==> src/rtl/shared_mem_copy_master_pkg.sv <==
// Shared definitions for the shared-memory copy master: FSM encoding and
// bus word geometry.
package shared_mem_copy_master_pkg;

    typedef enum logic [1:0] {
        ST_IDLE = 2'd0,
        ST_COPY = 2'd1,
        ST_DONE = 2'd2
    } state_t;

    // Byte stride between consecutive 32-bit words on the Avalon-MM port.
    localparam int BYTES_PER_WORD = 4;

    // Every transfer is a full 32-bit word.
    localparam logic [3:0] FULL_BYTEENABLE = 4'b1111;

endpackage

==> src/rtl/shared_mem_copy_master_copy_fifo.sv <==
// Small synchronous FIFO buffering read data between the read and write
// halves of the copy engine. Head word is visible combinationally on pop_data.
module copy_fifo #(
    parameter int DATA_W = 32,
    parameter int DEPTH  = 4,
    localparam int PTR_W = (DEPTH > 1) ? $clog2(DEPTH) : 1,
    localparam int CNT_W = $clog2(DEPTH) + 1
) (
    input  logic              clk,
    input  logic              reset,
    input  logic              push,
    input  logic [DATA_W-1:0] push_data,
    input  logic              pop,
    output logic [DATA_W-1:0] pop_data,
    output logic [CNT_W-1:0]  count,
    output logic              full,
    output logic              empty
);

    logic [DATA_W-1:0] mem [DEPTH];
    logic [PTR_W-1:0]  wr_ptr;
    logic [PTR_W-1:0]  rd_ptr;
    logic              do_push;
    logic              do_pop;

    // Qualify requests so a misbehaving caller cannot corrupt the pointers.
    always_comb begin
        do_push  = push & ~full;
        do_pop   = pop & ~empty;
        full     = (count == CNT_W'(DEPTH));
        empty    = (count == '0);
        pop_data = mem[rd_ptr];
    end

    // Storage array; contents need no reset because count gates every read.
    always_ff @(posedge clk) begin
        if (do_push) begin
            mem[wr_ptr] <= push_data;
        end
    end

    // Pointer and occupancy bookkeeping.
    always_ff @(posedge clk) begin
        if (reset) begin
            wr_ptr <= '0;
            rd_ptr <= '0;
            count  <= '0;
        end else begin
            if (do_push) wr_ptr <= wr_ptr + PTR_W'(1);
            if (do_pop)  rd_ptr <= rd_ptr + PTR_W'(1);
            count <= count + CNT_W'(do_push) - CNT_W'(do_pop);
        end
    end

endmodule

==> src/rtl/shared_mem_copy_master.sv <==
// Avalon-MM copy master: copies cmd_len 32-bit words from cmd_src to cmd_dst
// in shared memory using pipelined reads buffered through copy_fifo.
//
// Handshakes: the command is taken on any clk edge where cmd_valid and
// cmd_ready are both high; cmd_ready is high only in IDLE. On the bus a read
// or write completes in any cycle its strobe is high and avm_waitrequest is
// low; until then address, strobes and writedata are held unchanged.
module shared_mem_copy_master
    import shared_mem_copy_master_pkg::*;
#(
    parameter int ADDR_W     = 18,
    parameter int LEN_W      = 16,
    parameter int FIFO_DEPTH = 4
) (
    input  logic              clk,
    input  logic              reset,
    input  logic              cmd_valid,
    output logic              cmd_ready,
    input  logic [ADDR_W-1:0] cmd_src,
    input  logic [ADDR_W-1:0] cmd_dst,
    input  logic [LEN_W-1:0]  cmd_len,
    output logic              busy,
    output logic              done,
    output logic [ADDR_W-1:0] avm_address,
    output logic              avm_read,
    output logic              avm_write,
    output logic [31:0]       avm_writedata,
    output logic [3:0]        avm_byteenable,
    input  logic              avm_waitrequest,
    input  logic [31:0]       avm_readdata,
    input  logic              avm_readdatavalid,
    output state_t            dbg_state
);

    localparam int CNT_W = $clog2(FIFO_DEPTH) + 1;
    localparam logic [ADDR_W-1:0] ADDR_STEP  = ADDR_W'(BYTES_PER_WORD);
    localparam logic [ADDR_W-1:0] ALIGN_MASK = ~ADDR_W'(BYTES_PER_WORD - 1);

    state_t            state;
    state_t            state_nxt;
    logic [ADDR_W-1:0] rd_addr;
    logic [ADDR_W-1:0] wr_addr;
    logic [ADDR_W-1:0] rd_addr_n;
    logic [ADDR_W-1:0] wr_addr_n;
    logic [LEN_W-1:0]  len_q;
    logic [LEN_W-1:0]  reads_issued;
    logic [LEN_W-1:0]  reads_issued_n;
    logic [LEN_W-1:0]  writes_done;
    logic [CNT_W-1:0]  outstanding;
    logic [CNT_W:0]    occupancy;
    logic              cmd_fire;
    logic              rd_acc;
    logic              wr_acc;
    logic              bus_free;
    logic              issue_rd;
    logic              issue_wr;
    logic              last_wr;
    logic              fifo_push;
    logic [31:0]       fifo_head;
    logic [CNT_W-1:0]  fifo_count;
    logic              fifo_full;
    logic              fifo_empty;

    copy_fifo #(
        .DATA_W (32),
        .DEPTH  (FIFO_DEPTH)
    ) u_fifo (
        .clk       (clk),
        .reset     (reset),
        .push      (fifo_push),
        .push_data (avm_readdata),
        .pop       (issue_wr),
        .pop_data  (fifo_head),
        .count     (fifo_count),
        .full      (fifo_full),
        .empty     (fifo_empty)
    );

    // Request arbitration: decide the next bus request whenever the current
    // one (if any) completes this cycle; writes drain the buffer first.
    always_comb begin
        cmd_fire       = cmd_valid & cmd_ready;
        rd_acc         = avm_read & ~avm_waitrequest;
        wr_acc         = avm_write & ~avm_waitrequest;
        bus_free       = ~(avm_read | avm_write) | rd_acc | wr_acc;
        rd_addr_n      = rd_acc ? rd_addr + ADDR_STEP : rd_addr;
        wr_addr_n      = wr_acc ? wr_addr + ADDR_STEP : wr_addr;
        reads_issued_n = reads_issued + LEN_W'(rd_acc);
        // Buffer slots already committed, counting a read completing now.
        occupancy      = {1'b0, fifo_count} + {1'b0, outstanding} + (CNT_W + 1)'(rd_acc);
        issue_wr       = (state == ST_COPY) & bus_free & ~fifo_empty;
        issue_rd       = (state == ST_COPY) & bus_free & ~issue_wr
                       & (reads_issued_n < len_q)
                       & (occupancy < (CNT_W + 1)'(FIFO_DEPTH));
        last_wr        = wr_acc & ((writes_done + LEN_W'(1)) == len_q);
        // Responses outside a copy are stale and dropped.
        fifo_push      = avm_readdatavalid & (state != ST_IDLE) & ~fifo_full;
    end

    // FSM state register.
    always_ff @(posedge clk) begin
        if (reset) state <= ST_IDLE;
        else       state <= state_nxt;
    end

    // FSM next-state logic.
    always_comb begin
        state_nxt = state;
        case (state)
            ST_IDLE: if (cmd_fire) state_nxt = (cmd_len == '0) ? ST_DONE : ST_COPY;
            ST_COPY: if (last_wr)  state_nxt = ST_DONE;
            ST_DONE: state_nxt = ST_IDLE;
            default: state_nxt = ST_IDLE;
        endcase
    end

    // FSM outputs.
    always_comb begin
        cmd_ready      = (state == ST_IDLE);
        busy           = (state != ST_IDLE);
        done           = (state == ST_DONE);
        dbg_state      = state;
        avm_byteenable = FULL_BYTEENABLE;
    end

    // Copy datapath: address generators, counters and registered bus request.
    always_ff @(posedge clk) begin
        if (reset) begin
            rd_addr       <= '0;
            wr_addr       <= '0;
            len_q         <= '0;
            reads_issued  <= '0;
            writes_done   <= '0;
            outstanding   <= '0;
            avm_read      <= 1'b0;
            avm_write     <= 1'b0;
            avm_address   <= '0;
            avm_writedata <= '0;
        end else begin
            rd_addr      <= rd_addr_n;
            wr_addr      <= wr_addr_n;
            reads_issued <= reads_issued_n;
            writes_done  <= writes_done + LEN_W'(wr_acc);
            outstanding  <= outstanding + CNT_W'(rd_acc) - CNT_W'(fifo_push);
            if (cmd_fire) begin
                // First read goes out straight from the handshake to save a cycle.
                rd_addr      <= cmd_src & ALIGN_MASK;
                wr_addr      <= cmd_dst & ALIGN_MASK;
                len_q        <= cmd_len;
                reads_issued <= '0;
                writes_done  <= '0;
                avm_read     <= (cmd_len != '0);
                avm_write    <= 1'b0;
                avm_address  <= cmd_src & ALIGN_MASK;
            end else if (bus_free) begin
                avm_read  <= issue_rd;
                avm_write <= issue_wr;
                if (issue_wr) begin
                    avm_address   <= wr_addr_n;
                    avm_writedata <= fifo_head;
                end else if (issue_rd) begin
                    avm_address <= rd_addr_n;
                end
            end
        end
    end

endmodule

==> config.mk <==
export PLATFORM = sky130hd
export DESIGN_NAME = shared_mem_copy_master
export DESIGN_NICKNAME = d
export VERILOG_FILES = /design/src/rtl/shared_mem_copy_master_pkg.sv /design/src/rtl/shared_mem_copy_master_copy_fifo.sv /design/src/rtl/shared_mem_copy_master.sv
export SDC_FILE = /design/constraint.sdc
export NUM_CORES = 1
export LEC_CHECK = 0
export BUFFER_PORTS_ARGS = -buffer_cell sky130_fd_sc_hd__buf_4
export CAP_MARGIN = 20
export CORE_ASPECT_RATIO = 0.7
export CORE_MARGIN = 4
export CORE_UTILIZATION = 30
export CTS_BUF_LIST = sky130_fd_sc_hd__clkbuf_16
export DETAILED_ROUTE_END_ITERATION = 8
export GPL_TIMING_DRIVEN = 0
export PLACE_DENSITY = 0.55
export RECOVER_POWER = 25
export SLEW_MARGIN = 15
export SYNTH_ARGS = -nofsm -noshare
export SYNTH_HDL_FRONTEND = slang
export SYNTH_SLANG_ARGS = --single-unit
==> constraint.sdc <==
create_clock -name clk -period 4.5 [get_ports clk]
set_clock_uncertainty 0.15 [all_clocks]
set_input_delay 0.45 -clock clk [delete_from_list [all_inputs] [get_ports clk]]
set_output_delay 0.45 -clock clk [all_outputs]
set_load 0.02 [all_outputs]
After elaboration in Yosys (flattened, before gate mapping):

Memories as Yosys holds them, arrays and structs flattened. A register that Yosys moved wholly into a read port is not among the register bits.
Index checks and enable logic that the tools add are counted.

* bits in registers: 116
* latch bits: 0
* memory bits (writable): 128
* memory bits (read-only): 0
* bits of input ports: 89
* logic and storage cells: 89
* memories kept: 1

* add/sub/neg operators: 13
* multipliers: 0
* divide/modulo/power cells: 0
* $lt $le $gt $ge: 2
* equal/unequal tests: 6
* shift-type cells: 0
* multiplexer cells: 16
* bitwise logic cells: 22
* reductions and logical operators: 13

Memory list
* u_fifo.mem: depth 4, bits a word 32, rd ports 1, clocked after Yosys merged registers in 1, write ports 1, line shared_mem_copy_master_copy_fifo.sv:20 `logic [DATA_W-1:0] mem [DEPTH];`

Operators by type and width (number)
* 2-to-1 mux 18 bit: 8
* adder 18 x 3 -> 18 bit (second input constant): 2
* adder 16 x 1 -> 16 bit: 2
* adder 16 x 1 -> 16 bit (second input constant): 1
* == test 16 bit: 1
* zero test 16 bit: 1
* less-than comparator 16 bit: 1
* nonzero test 16 bit: 1
* AND 1 bit: 13
* adder 3 x 1 -> 3 bit: 2
* 2-to-1 mux 2 bit: 3
* NOT 1 bit: 6
* AND reduction 2 bit: 3
* nonzero test 2 bit: 3
* subtractor 3 x 1 -> 3 bit: 2
* adder 2 x 1 -> 2 bit (second input constant): 2
* adder 3 x 3 -> 4 bit: 1
* adder 4 x 1 -> 4 bit: 1
* less-than comparator 4 x 3 -> 1 bit (second input constant): 1
* 2-to-1 mux 1 bit: 4
* case mux 2 bit (2 select lines): 1
* == test 3 bit (second input constant): 1
* zero test 3 bit: 1
* OR 1 bit: 3
* other kinds (8): 8

Depth between registers and ports, before layout:

Gate-level depths: netlist (run 1).

* word-level depth: 14
* gate-level depth with buffers: 18
* gate-level depth less buffers: 14

Hierarchy:

A second synthesis (run 1) with hierarchy kept.

* cells, all modules: 1068
* area, all modules: 11980.2 um2

Modules (own cells, without submodules)
* shared_mem_copy_master: instances 1, cells an instance 850, area each 6847.8 um2, sequential area each 2702.6 um2
* copy_fifo: instances 1, cells an instance 218, area each 5132.4 um2, sequential area each 4023.9 um2

Worst setup path before layout (run 1):

OpenSTA, ideal clock, no wires.

* path type: input to register
* from: input port avm_waitrequest
* to: register avm_address[10]
* data arrival time: 3.541 ns
* data required time: 4.264 ns
* path slack: 0.724 ns
* cell stages on the path: 16
* cells stage by stage: clkbuf_1 nor2b_1 clkbuf_1 ha_1 nand3_1 or4_1 xnor2_1 ha_1 nand4_1 nor3_1 o211ai_1 o211ai_1 clkbuf_1 clkbuf_1 a21oi_1 a211oi_1

* elaborated cells between the ends (all ways): 24
* those cells by class: 2 x add/sub; 2 x order compare; 6 x mux; 11 x bitwise; 3 x reduce/logical

RTL lines
* start, declared: line shared_mem_copy_master.sv:29 `input logic avm_waitrequest,`
* NOT 1 bit: line shared_mem_copy_master.sv:83 `rd_acc = avm_read & ~avm_waitrequest;`
* AND 1 bit: line shared_mem_copy_master.sv:83
* adder 16 x 1 -> 16 bit: line shared_mem_copy_master.sv:88 `reads_issued_n = reads_issued + LEN_W'(rd_acc);`
* via reads_issued_n[15]: line shared_mem_copy_master.sv:47 `logic [LEN_W-1:0] reads_issued_n;`
* less-than comparator 16 bit: line shared_mem_copy_master.sv:93 `& (reads_issued_n < len_q)`
* AND 1 bit: line shared_mem_copy_master.sv:93
* AND 1 bit: line shared_mem_copy_master.sv:94 `& (occupancy < (CNT_W + 1)'(FIFO_DEPTH));`
* nonzero test 3 bit (no line)
* AND reduction 2 bit (no line)
* end signal, assigned: line shared_mem_copy_master.sv:154 `avm_address <= cmd_src & ALIGN_MASK;`
* end signal, assigned: line shared_mem_copy_master.sv:159 `avm_address <= wr_addr_n;`
* end signal, assigned: line shared_mem_copy_master.sv:162 `avm_address <= rd_addr_n;`
* end, declared: line shared_mem_copy_master.sv:24 `output logic [ADDR_W-1:0] avm_address,`

The timed path passes the listed nets, and every way through them passes these cells. The select of a mux whose other input is x is not followed.
A chain may end at the register's enable or synchronous reset.

Worst setup path in the final report (run 1):

* from: register avm_read
* to: register avm_address[6]

* elaborated cells between the ends (all ways): 23
* those cells by class: 2 x add/sub; 2 x order compare; 5 x mux; 11 x bitwise; 3 x reduce/logical

RTL lines
* start, declared: line shared_mem_copy_master.sv:25 `output logic avm_read,`
* start signal, assigned: line shared_mem_copy_master.sv:152 `avm_read <= (cmd_len != '0);`
* start signal, assigned: line shared_mem_copy_master.sv:156 `avm_read <= issue_rd;`
* AND 1 bit: line shared_mem_copy_master.sv:83
* adder 16 x 1 -> 16 bit: line shared_mem_copy_master.sv:88
* via reads_issued_n[15]: line shared_mem_copy_master.sv:47
* less-than comparator 16 bit: line shared_mem_copy_master.sv:93
* AND 1 bit: line shared_mem_copy_master.sv:93
* AND 1 bit: line shared_mem_copy_master.sv:94
* nonzero test 3 bit (no line)
* AND reduction 2 bit (no line)

The timed path passes the listed nets, and every way through them passes these cells. The select of a mux whose other input is x is not followed.

==> flow_summary_export.csv, run 1 <==
group,metric,value,unit
critical_path,timing.rr.start,"avm_read",
yosys,syn-instance-count,1049,
yosys,yosysTopAreaCellShare,32.6,%
cells_and_area,syn2layout_area_growth,26.1,%
clocking,cts_sinks,270,
sta,hold_ws,0.0257,ns
critical_path,endpoint_kind,"flop",
critical_path,worstPathArrival,4.55,ns
floorplanning,coreArea,0.0386,sq mm
global_routing,grt_pass1_vias,8876,
cells_and_area,mostFrequentLayoutCells,"nand2_1 (151), dfxtp_1 (141), edfxtp_1 (128), buf_4 (117), nor2_1 (75)",
sta,slew_violations,0,
yosys,syn_area_per_cell,11.2,sq um
clocking,numCtsBuffers,29,
critical_path,r2r_slack,0.25,ns
power,vdd_ir_drop_max,0.381,mV
power,p_leak,5.28,nW
sta,min_period_over_period,94.5,%
yosys,netlist_area,0.0118,sq mm
routing,ant_nets,0,
global_routing,grt_pass1_wl,51900,microns
sta,setup_viol,0,
critical_path,reg2reg_to,"avm_address[6]",
floorplanning,initial_utilization,30.5,%
yosys,synth-adder-area-share,3.84,%
critical_path,cpPeakStageDelay,0.57,ns
yosys,synth-edff-count,128,
routing,drc_errors,0,
clocking,post_cts_buffers,0,
yosys,yosys-top-cells-area,"edfxtp_1 (33%), dfxtp_1 (24%), mux4_2 (6.1%)",
flow_run,maxCapViolCount,0,
critical_path,critical_path_buf_inv_count,3,
floorplanning,die_x,245,microns
clocking,cts_buffer_depth,3,
global_routing,grt_start_max_net_pins,28,
placement,place.gp.congestion,0.799,
critical_path,worstPathRequired,4.80,ns
routing,wl_per_cell,18.3,microns
critical_path,cp_max_fo,10,
clocking,cts_tree,"done",
global_routing,grtUsageTotal,15.5,%
floorplanning,die_h,174,microns
yosys,synth_xor_area_share,6.39,%
sta,tns,0,ns
cells_and_area,post-route-util,38.5,%
yosys,synth-seq-cells,270,
sta,slew_headroom,37.0,%
cells_and_area,drive_above_1_share,17.3,%
routing,drt_pass1_iterations,4,
yosys,synth_cell_type_count,57,
clocking,clkTransAtPathRegs,0.07,ns
critical_path,r2r_cells,15,
critical_path,crit_slowest_cell,"or4_1",
yosys,synth_top_family_by_area,"simple AND/OR/NAND/NOR gates",
placement,dp_hpwl,24200,microns
sta,min_period,4.25,ns
critical_path,path_cells,"nor2b_1, clkbuf_2, ha_2, nand3_1, or4_1, xnor2_1, ha_1, nand4_1, nor3_2, o211ai_1, o211ai_1, buf_2, clkbuf_2, a21oi_1, a211oi_1",
min_path,hold_class,"in -> reg",
yosys,muxShareOfSynthArea,6.46,%
yosys,synth_warnings,0,
clocking,htreeDepth,1,
floorplanning,rows,60,
yosys,yosys.area.top_type,"edfxtp_1",
cells_and_area,nets,1395,
run_status,status,"finished, final reports clean",
min_path,whs_endpoint,"len_q[0]",
critical_path,critPathTopFamily,"simple AND/OR/NAND/NOR gates",
routing,routed_wl,33300,microns
global_routing,gr-total-overflow,0,
critical_path,worstSetupPathType,"reg -> reg",
floorplanning,io_pins,150,
placement,portBuffers,139,
routing,drtIter0Drc,548,
cells_and_area,diodes,0,
sta,fmax,235,MHz
power,power_density,420,mW/mm^2
floorplanning,die_area,0.0426,sq mm
sta,hold_violations,0,
routing,num_vias,8730,
clocking,ctsRootBufferMaster,"clkbuf_16",
sta,worst_pin_slew,0.946,ns
critical_path,worstSetupStartpointType,"flop",
routing,vias_per_cell,4.79,
global_routing,grt_antenna_before_repair,0,
cells_and_area,final_common_cell,"nand2_1",
yosys,async_flop_share,0,%
critical_path,worst-path-stages,15,
min_path,min_from,"cmd_len[0]",
yosys,synth-compound-area-share,8.59,%
min_path,min_path_cells,3,
clocking,clk_latency,0.56,ns
yosys,synthSimpleGateAreaFrac,14.2,%
yosys,seq_area_frac_synth,56.7,%
yosys,ys.flop_type,"dfxtp_1",
## Yosys cell counts (3+ instances only)
library cell  number
buf_1             11
clkbuf_1          36
buf_2              6
nand3b_1           5
nor2_1            75
nor3_1            17
edfxtp_1         128
nand2_1          151
mux4_2            32
a211o_1            3
o221ai_1           7
nor4_1            13
mux2i_1            4
a211oi_1          31
a21oi_1           73
nand4_1           18
and2_1            25
nor2b_1            6
o21ai_0           10
buf_4              7
xnor2_1           53
xor2_1            33
a221oi_1           6
o21a_1             9
inv_1             42
o211ai_1           3
a31oi_1            3
ha_1              33
or2_2              3
dfxtp_1          142
nand3_1           26
nand4b_1           3
## tightest hold or removal path, delay by kind of cell
family	cells	cell delay, ns
AO/OA/AOI/OAI	1	0.05
buffers and inverters	1	0.12
AND/OR/NAND/NOR	1	0.06
## timing repair
| item | CTS | global route |
|---|---|---|
| hold endpoints to repair | 140 | 0 |
| hold buffers | 44 | 0 |
| setup endpoints to repair | 17 | 17 |
| gates resized for setup | 5 | 6 |
## flip-flops by register name, summed over array words and instances (netlist names)
register,cells
avm_read,1
u_fifo.count,3
writes_done,16
outstanding,3
rd_addr,16
avm_writedata,32
dbg_state,2
avm_write,1
avm_address,16
reads_issued,16
u_fifo.rd_ptr,2
len_q,16
u_fifo.mem,128
wr_addr,16
u_fifo.wr_ptr,2
## power breakdown
| group | leakage, nW | internal [W] | switching (W) |
|---|---|---|---|
| logic | 2.51 | 0.000454 | 0.000620 |
| clock network | 0.454 | 0.00130 | 0.00103 |
| registers | 2.32 | 0.00272 | 0.000117 |
| total | 5.28 | 0.00447 | 0.00177 |
## through the flow
step	worst slack, ns	instances	instance area, sq um	power [W]
2_1_floorplan	0.724	1053	11800	0.00351
3_3_place_gp	-0.698	1719	13500	0.00394
3_5_place_dp	-0.694	1723	13600	0.00396
4_1_cts	0.00329	1821	15000	0.00633
5_1_grt	-0.0179	1821	14900	0.00655
6_report	0.249	1821	14900	0.00624
## layer usage
| metal | track usage [%] | up-vias | part of all wire (%) |
|---|---|---|---|
| li1 | - | 4173 | - |
| met1 | 23.1 | 4297 | 49 |
| met2 | 23.4 | 216 | 44 |
| met3 | 2.98 | 44 | 5.4 |
| met4 | 3.30 | 0 | 1.8 |
| met5 | 0 | - | 0 |
## logic make-up (layout without fill, tap and decap cells)
group,count (synthesis),count (layout)
AOI/OAI and AO/OA,157,157
xor gates and xnor gates,86,86
adders and majority gates,35,35
buffers and inverters,104,345
DFF,270,270
muxes,36,36
other,2,6
and+or+nand+nor,359,359
## layout make-up
type                       count  area (sq um)
fill                        3839         23700
sequential                   270          6690
multi-input combinational    679          4710
timing repair buffer         187          1460
clock buffer                  29           726
tap                          527           659
buffer                        62           279
clock inverter                25           189
inverter                      42           158
## worst max-delay path by stage
stage                                from               to  slack (ns)
after global routing             avm_read   avm_address[6]       -0.02
after detailed placement  avm_waitrequest   avm_address[6]       -0.69
after CTS                        avm_read   avm_address[6]       0.003
after floorplan           avm_waitrequest  avm_address[10]        0.72
final                            avm_read   avm_address[6]        0.25
after global placement    avm_waitrequest   avm_address[6]       -0.70
No activity file was read; power rests on OpenSTA's default activity.
==> inputs of run 2 (changes only) <==
--- a/config.mk
+++ b/config.mk
@@ -14,7 +14,6 @@
 export DETAILED_ROUTE_END_ITERATION = 8
 export GPL_TIMING_DRIVEN = 0
 export PLACE_DENSITY = 0.55
-export RECOVER_POWER = 25
 export SLEW_MARGIN = 15
 export SYNTH_ARGS = -nofsm -noshare
 export SYNTH_HDL_FRONTEND = slang
==> run 2 against run 1 <==
Critical path depth is the same. Worst hold slack gained 0.0049 ns. Sequential share of layout area shrank 0.33 points. Clock-buffer cell count is the same. Largest cell class unchanged. Largest power group unchanged. Worst setup slack lost 0.013 ns. Cell count is the same. Die area is the same. Total power grew 0.10%. Utilization grew 0.28 points.
==> flow_summary_export.csv, run 2 (synthesized netlist as in run 1, its figures left out) <==
group,metric,value,unit
clocking,numCtsBuffers,29,
cells_and_area,syn2layout_area_growth,27.1,%
critical_path,crit_slowest_cell,"or4_1",
global_routing,grt_start_max_net_pins,28,
cells_and_area,regMostFlops,"u_fifo.mem",
critical_path,critPathTopFamily,"simple AND/OR/NAND/NOR gates",
critical_path,worstPathRequired,4.80,ns
critical_path,worstPathArrival,4.56,ns
floorplanning,die_area,0.0426,sq mm
critical_path,worstSetupStartpointType,"flop",
power,power_density,417,mW/mm^2
cells_and_area,diodes,0,
run_status,status,"finished, final reports clean",
critical_path,cp_max_fo,10,
cells_and_area,reg.largest.list,"u_fifo.mem x128, avm_writedata x32",
routing,drc_errors,0,
min_path,hold_class,"in -> reg",
global_routing,grt_antenna_before_repair,0,
routing,wl_per_cell,18.3,microns
floorplanning,io_pins,150,
cells_and_area,largest_reg_flops,128,
sta,hold_violations,0,
global_routing,grtUsageTotal,15.5,%
sta,fmax,235,MHz
cells_and_area,post-route-util,38.8,%
critical_path,endpoint_kind,"flop",
floorplanning,die_h,174,microns
sta,setup_viol,0,
floorplanning,rows,60,
clocking,ctsRootBufferMaster,"clkbuf_16",
routing,num_vias,8674,
cells_and_area,final_common_cell,"nand2_1",
power,p_leak,5.39,nW
clocking,cts_buffer_depth,3,
sta,slew_headroom,37.0,%
global_routing,gr-total-overflow,0,
floorplanning,die_x,245,microns
critical_path,cpPeakStageDelay,0.57,ns
routing,routed_wl,33300,microns
clocking,cts_tree,"done",
cells_and_area,drive_above_1_share,19.6,%
flow_run,maxCapViolCount,0,
sta,min_period,4.26,ns
sta,min_period_over_period,94.8,%
global_routing,grt_pass1_vias,8876,
power,vdd_ir_drop_max,0.378,mV
routing,vias_per_cell,4.76,
sta,tns,0,ns
routing,drtIter0Drc,573,
floorplanning,initial_utilization,30.5,%
critical_path,critical_path_buf_inv_count,3,
clocking,cts_sinks,270,
critical_path,path_cells,"nor2b_1, clkbuf_2, ha_2, nand3_1, or4_1, xnor2_1, ha_1, nand4_1, nor3_2, o211ai_1, o211ai_1, buf_2, clkbuf_2, a21oi_1, a211oi_1",
sta,setup_slack,0.236,ns
cells_and_area,final_cells,1821,
cells_and_area,mostFrequentLayoutCells,"nand2_1 (151), buf_4 (146), dfxtp_1 (141), edfxtp_1 (128), nor2_1 (75)",
sta,slew_violations,0,
routing,ant_nets,0,
placement,dp_slack,-0.694,ns
clocking,clkTransAtPathRegs,0.06,ns
clocking,clk_latency,0.56,ns
clocking,post_cts_buffers,0,
critical_path,worstSetupPathType,"reg -> reg",
placement,portBuffers,139,
clocking,htreeDepth,1,
cells_and_area,nets,1395,
power,power,0.00625,W
placement,dp_hpwl,24200,microns
placement,placed_cells,1723,
sta,worst_pin_slew,0.946,ns
routing,drt_pass1_iterations,5,
floorplanning,coreArea,0.0386,sq mm
placement,place.gp.congestion,0.799,
global_routing,grt_pass1_wl,51900,microns
-- run 2: changes by cell type in the layout (fill, tap and decap cells not counted), sizes merged --
| cell | before | now |
|---|---|---|
| buf | 140 | 169 |
| clkbuf | 94 | 65 |
-- run 2: tightest hold or removal path: cells and delay by family --
| family | cells | cell delay [ns] |
|---|---|---|
| compound gates | 1 | 0.05 |
| buf+inv | 1 | 0.12 |
| simple gates | 1 | 0.06 |
-- run 2: final timing paths --
| kind | startpoint | end | slack [ns] | cells past startpoint |
|---|---|---|---|---|
| min | cmd_len[0] | len_q[0] | 0.03 | 3 |
| min reg2reg | avm_writedata[25] | avm_writedata[25] | 0.30 | 2 |
| max reg2reg | avm_read | avm_address[6] | 0.24 | 15 |
| max | avm_read | avm_address[6] | 0.24 | 15 |
-- run 2: cell type report --
| type | instances | area (sq um) |
|---|---|---|
| fillers | 3815 | 23600 |
| flip-flops and latches | 270 | 6690 |
| clock buffers | 29 | 726 |
| inverters | 42 | 158 |
| repair buffers | 187 | 1560 |
| plain buffers | 62 | 279 |
| clock inverters | 25 | 189 |
| well taps | 527 | 659 |
| multi-input cells | 679 | 4710 |
-- run 2: per-stage QoR --
step	instance area (sq um)	hold WS (ns)
after global placement	13500	0.295
after detailed placement	13600	0.298
final	15000	0.0306
after global routing	15000	0.00964
after floorplan	11800	0.308
after CTS	15000	0.000693
-- run 2: per-layer routing --
metal | GRT usage [%] | part of all wire, %
met1 | 23.1 | 49
met2 | 23.4 | 44
met3 | 2.98 | 5.1
met4 | 3.30 | 1.8
met5 | 0 | 0
-- run 2: power by group --
part | leakage (nW) | internal, W | switching (W)
clock network | 0.454 | 0.00130 | 0.00102
logic | 2.62 | 0.000465 | 0.000621
registers | 2.32 | 0.00273 | 0.000117
-- run 2: timing repair --
action | 4_1_cts | 5_1_grt
cloned | 0 | 0
resized for setup | 5 | 6
endpoints found under the setup margin | 17 | 17
endpoints found under the hold margin | 140 | 0
hold buffers | 44 | 0
==> inputs of run 3 (changes only) <==
--- a/config.mk
+++ b/config.mk
@@ -5,15 +5,15 @@
 export SDC_FILE = /design/constraint.sdc
 export NUM_CORES = 1
 export LEC_CHECK = 0
+export ABC_AREA = 1
 export BUFFER_PORTS_ARGS = -buffer_cell sky130_fd_sc_hd__buf_4
-export CAP_MARGIN = 20
 export CORE_ASPECT_RATIO = 0.7
 export CORE_MARGIN = 4
-export CORE_UTILIZATION = 30
+export CORE_UTILIZATION = 36
 export CTS_BUF_LIST = sky130_fd_sc_hd__clkbuf_16
 export DETAILED_ROUTE_END_ITERATION = 8
 export GPL_TIMING_DRIVEN = 0
-export PLACE_DENSITY = 0.55
+export PLACE_DENSITY = 0.62
 export SLEW_MARGIN = 15
 export SYNTH_ARGS = -nofsm -noshare
 export SYNTH_HDL_FRONTEND = slang
==> run 3 against run 2 <==
Non-clock buffer count is 2 lower. Sequential share of layout area is 1.7 points lower. Combinational power increased by 29%. Global-route usage up 2.8 points. Cell count grew 18%. Sequential power increased by 3%. Critical endpoint is now avm_address[2]. Largest cell class unchanged.
==> flow_summary_export.csv, run 3 <==
group,metric,value,unit
run_status,status,"finished, final reports clean",
yosys,synthMostInstantiatedCell,"nor2_1",
cells_and_area,largest_reg_flops,128,
power,p_switching,0.00202,W
critical_path,worstPathRequired,4.81,ns
yosys,yosys-top-cells-area,"edfxtp_1 (31%), dfxtp_1 (23%), nor2_1 (7.3%)",
sta,setup_viol,0,
cells_and_area,multi_input_area,0.00489,sq mm
yosys,syn_area_per_cell,8.61,sq um
sta,tns,0,ns
critical_path,critPathTopFamily,"simple AND/OR/NAND/NOR gates",
sta,min_period,4.06,ns
cells_and_area,regArea,0.00669,sq mm
yosys,netlist_area,0.0125,sq mm
flow_run,maxCapViolCount,0,
global_routing,grt_antenna_before_repair,0,
min_path,min_path_cells,3,
global_routing,grt_pass1_wl,55000,microns
yosys,synth-edff-count,128,
cells_and_area,design_area,0.0156,sq mm
placement,dp_hpwl,25800,microns
critical_path,r2r_cells,25,
power,vdd_ir_drop_max,0.277,mV
cells_and_area,reg.largest.list,"u_fifo.mem x128, avm_writedata x32",
global_routing,grtUsageTotal,18.3,%
cells_and_area,nets,1787,
clocking,ctsRootBufferMaster,"clkbuf_16",
yosys,synth-seq-cells,270,
power,p_sw_share,29.9,%
power,p_leak,6.46,nW
power,power.internal,0.00475,W
power,power_density,434,mW/mm^2
yosys,synth_warnings,0,
cells_and_area,mostFrequentLayoutCells,"nor2_1 (238), nand2_1 (222), o21ai_0 (163), inv_1 (158), buf_4 (150)",
cells_and_area,final_common_cell,"nor2_1",
power,pwr-share-clk,36.0,%
sta,setup_slack,0.440,ns
routing,drc_errors,0,
critical_path,worstSetupStartpointType,"flop",
power,power_frac_seq,43.2,%
sta,rsz0062_at_grt,"no",
placement,dp_slack,0.224,ns
routing,drtIter0Drc,814,
cells_and_area,regMostFlops,"u_fifo.mem",
global_routing,gr-total-overflow,0,
sta,worst_pin_slew,1.10,ns
sta,min_period_over_period,90.2,%
critical_path,cp_max_fo,10,
clocking,cts_tree,"done",
routing,wl_per_cell,16.4,microns
floorplanning,coreArea,0.0338,sq mm
yosys,yosys.area.top_type,"edfxtp_1",
floorplanning,initial_utilization,36.9,%
sta,slew_violations,0,
cells_and_area,drive_above_1_share,15.1,%
floorplanning,die_area,0.0378,sq mm
cells_and_area,fill_cells,3248,
floorplanning,die_h,164,microns
critical_path,cpPeakStageDelay,0.41,ns
global_routing,grt_start_max_net_pins,24,
cells_and_area,diodes,0,
floorplanning,die_x,231,microns
yosys,synth_cell_type_count,38,
critical_path,path_common_cell,"nand2_1",
clocking,htreeDepth,1,
clocking,post_cts_buffers,0,
global_routing,grt_pass1_vias,10085,
floorplanning,rows,56,
clocking,clkTransAtPathRegs,0.06,ns
yosys,ys.flop_type,"dfxtp_1",
routing,drt_pass1_iterations,5,
clocking,numCtsBuffers,28,
yosys,async_flop_share,0,%
routing,routed_wl,35300,microns
critical_path,worstSetupPathType,"reg -> reg",
critical_path,crit_slowest_cell,"dfxtp_2",
sta,hold_violations,0,
clocking,clk_latency,0.57,ns
critical_path,worstPathArrival,4.37,ns
placement,portBuffers,139,
clocking,cts_buffer_depth,3,
power,combinationalPowerShare,20.8,%
floorplanning,io_pins,150,
clocking,cts_sinks,270,
placement,dpl_cell_area,0.0142,sq mm
cells_and_area,syn2layout_area_growth,24.7,%
critical_path,critical_path_buf_inv_count,5,
critical_path,endpoint_kind,"flop",
min_path,hold_class,"in -> reg",
routing,ant_nets,0,
routing,vias_per_cell,4.85,
yosys,seq_area_frac_synth,53.5,%
placement,place.gp.congestion,0.869,
yosys,yosysTopAreaCellShare,30.8,%
sta,slew_headroom,26.7,%
yosys,syn-instance-count,1450,
critical_path,worst-path-stages,25,
yosys,synth_common_cells,"nor2_1 (242), nand2_1 (222), o21ai_0 (163)",
sta,fmax,246,MHz
routing,num_vias,10416,
-- run 3: metal layers --
layer  routed length, microns  vias up  track usage, %
met5                        0        -               0
met3                     2250       43            3.07
met1                    17200     4873            27.5
li1                         -     5216               -
met2                    15100      284            27.8
met4                      725        0            4.10
-- run 3: cells by family after synthesis --
kind of cell,synth area share [%]
AO/OA/AOI/OAI,12.6
XOR/XNOR,3.41
adder cells (fa/ha/maj),3.63
buffers and inverters,7.70
flip-flops,53.5
other,0.0601
AND/OR/NAND/NOR,19.1
-- run 3: power by group through the flow --
stage	combinational [W]	sequential, W	clock (W)
after CTS	0.00141	0.00292	0.00248
final	0.00141	0.00292	0.00244
after floorplan	0.000715	0.00306	0
after global placement	0.00134	0.00297	0
after global routing	0.00157	0.00294	0.00258
after detailed placement	0.00138	0.00297	0
-- run 3: cell type report --
cell class                 count  area share (%)
sequential                   270            42.9
tap                          464            3.73
inverter                     162            3.90
timing repair buffer         179            9.57
clock inverter                24            1.73
buffer                        68            2.27
multi-input combinational    954            31.4
clock buffer                  28            4.50
-- run 3: per-stage QoR --
step / util, % / hold WS, ns / total power (W) / cells
detailed placement: 42.1 / 0.299 / 0.00435 / 2061
CTS: 46.0 / 0.00896 / 0.00682 / 2149
floorplan: - / 0.279 / 0.00378 / 1454
global route: 46.0 / 0.0229 / 0.00709 / 2149
finish: 46.0 / 0.0299 / 0.00677 / 2149
global placement: 41.8 / 0.296 / 0.00431 / 2057
-- run 3: worst register-to-register path, stage by stage, from the launching register on --
cell and delay [ns]:
dfxtp_2 0.41, nand2_2 0.17, inv_2 0.19, ha_1 0.24, ha_1 0.19, nand2_1 0.09
inv_2 0.08, nand3_2 0.07, nor2_1 0.12, nand2_1 0.10, nor2_2 0.15, nand3_2 0.12
nor2_2 0.18, nand4_1 0.10, nand2_1 0.10, inv_1 0.05, ha_1 0.26, nand2_1 0.08
inv_1 0.07, a31oi_1 0.22, nand4_1 0.12, nor2_1 0.13, nand2_2 0.15, buf_6 0.18
a21oi_1 0.20, nor2_1 0.07
-- run 3: final timing paths --
kind              slack [ns]           start              to
setup reg to reg        0.44        avm_read  avm_address[2]
hold reg to reg         0.32  outstanding[2]  outstanding[2]
setup / recovery        0.44        avm_read  avm_address[2]
hold / removal          0.03     cmd_src[11]     rd_addr[11]
-- run 3: repair_timing --
item | 4_1_cts | 5_1_grt
hold endpoints to repair | 132 | 0
setup endpoints to repair | 0 | 7
gates resized for setup | 0 | 1
hold buffers | 36 | 0
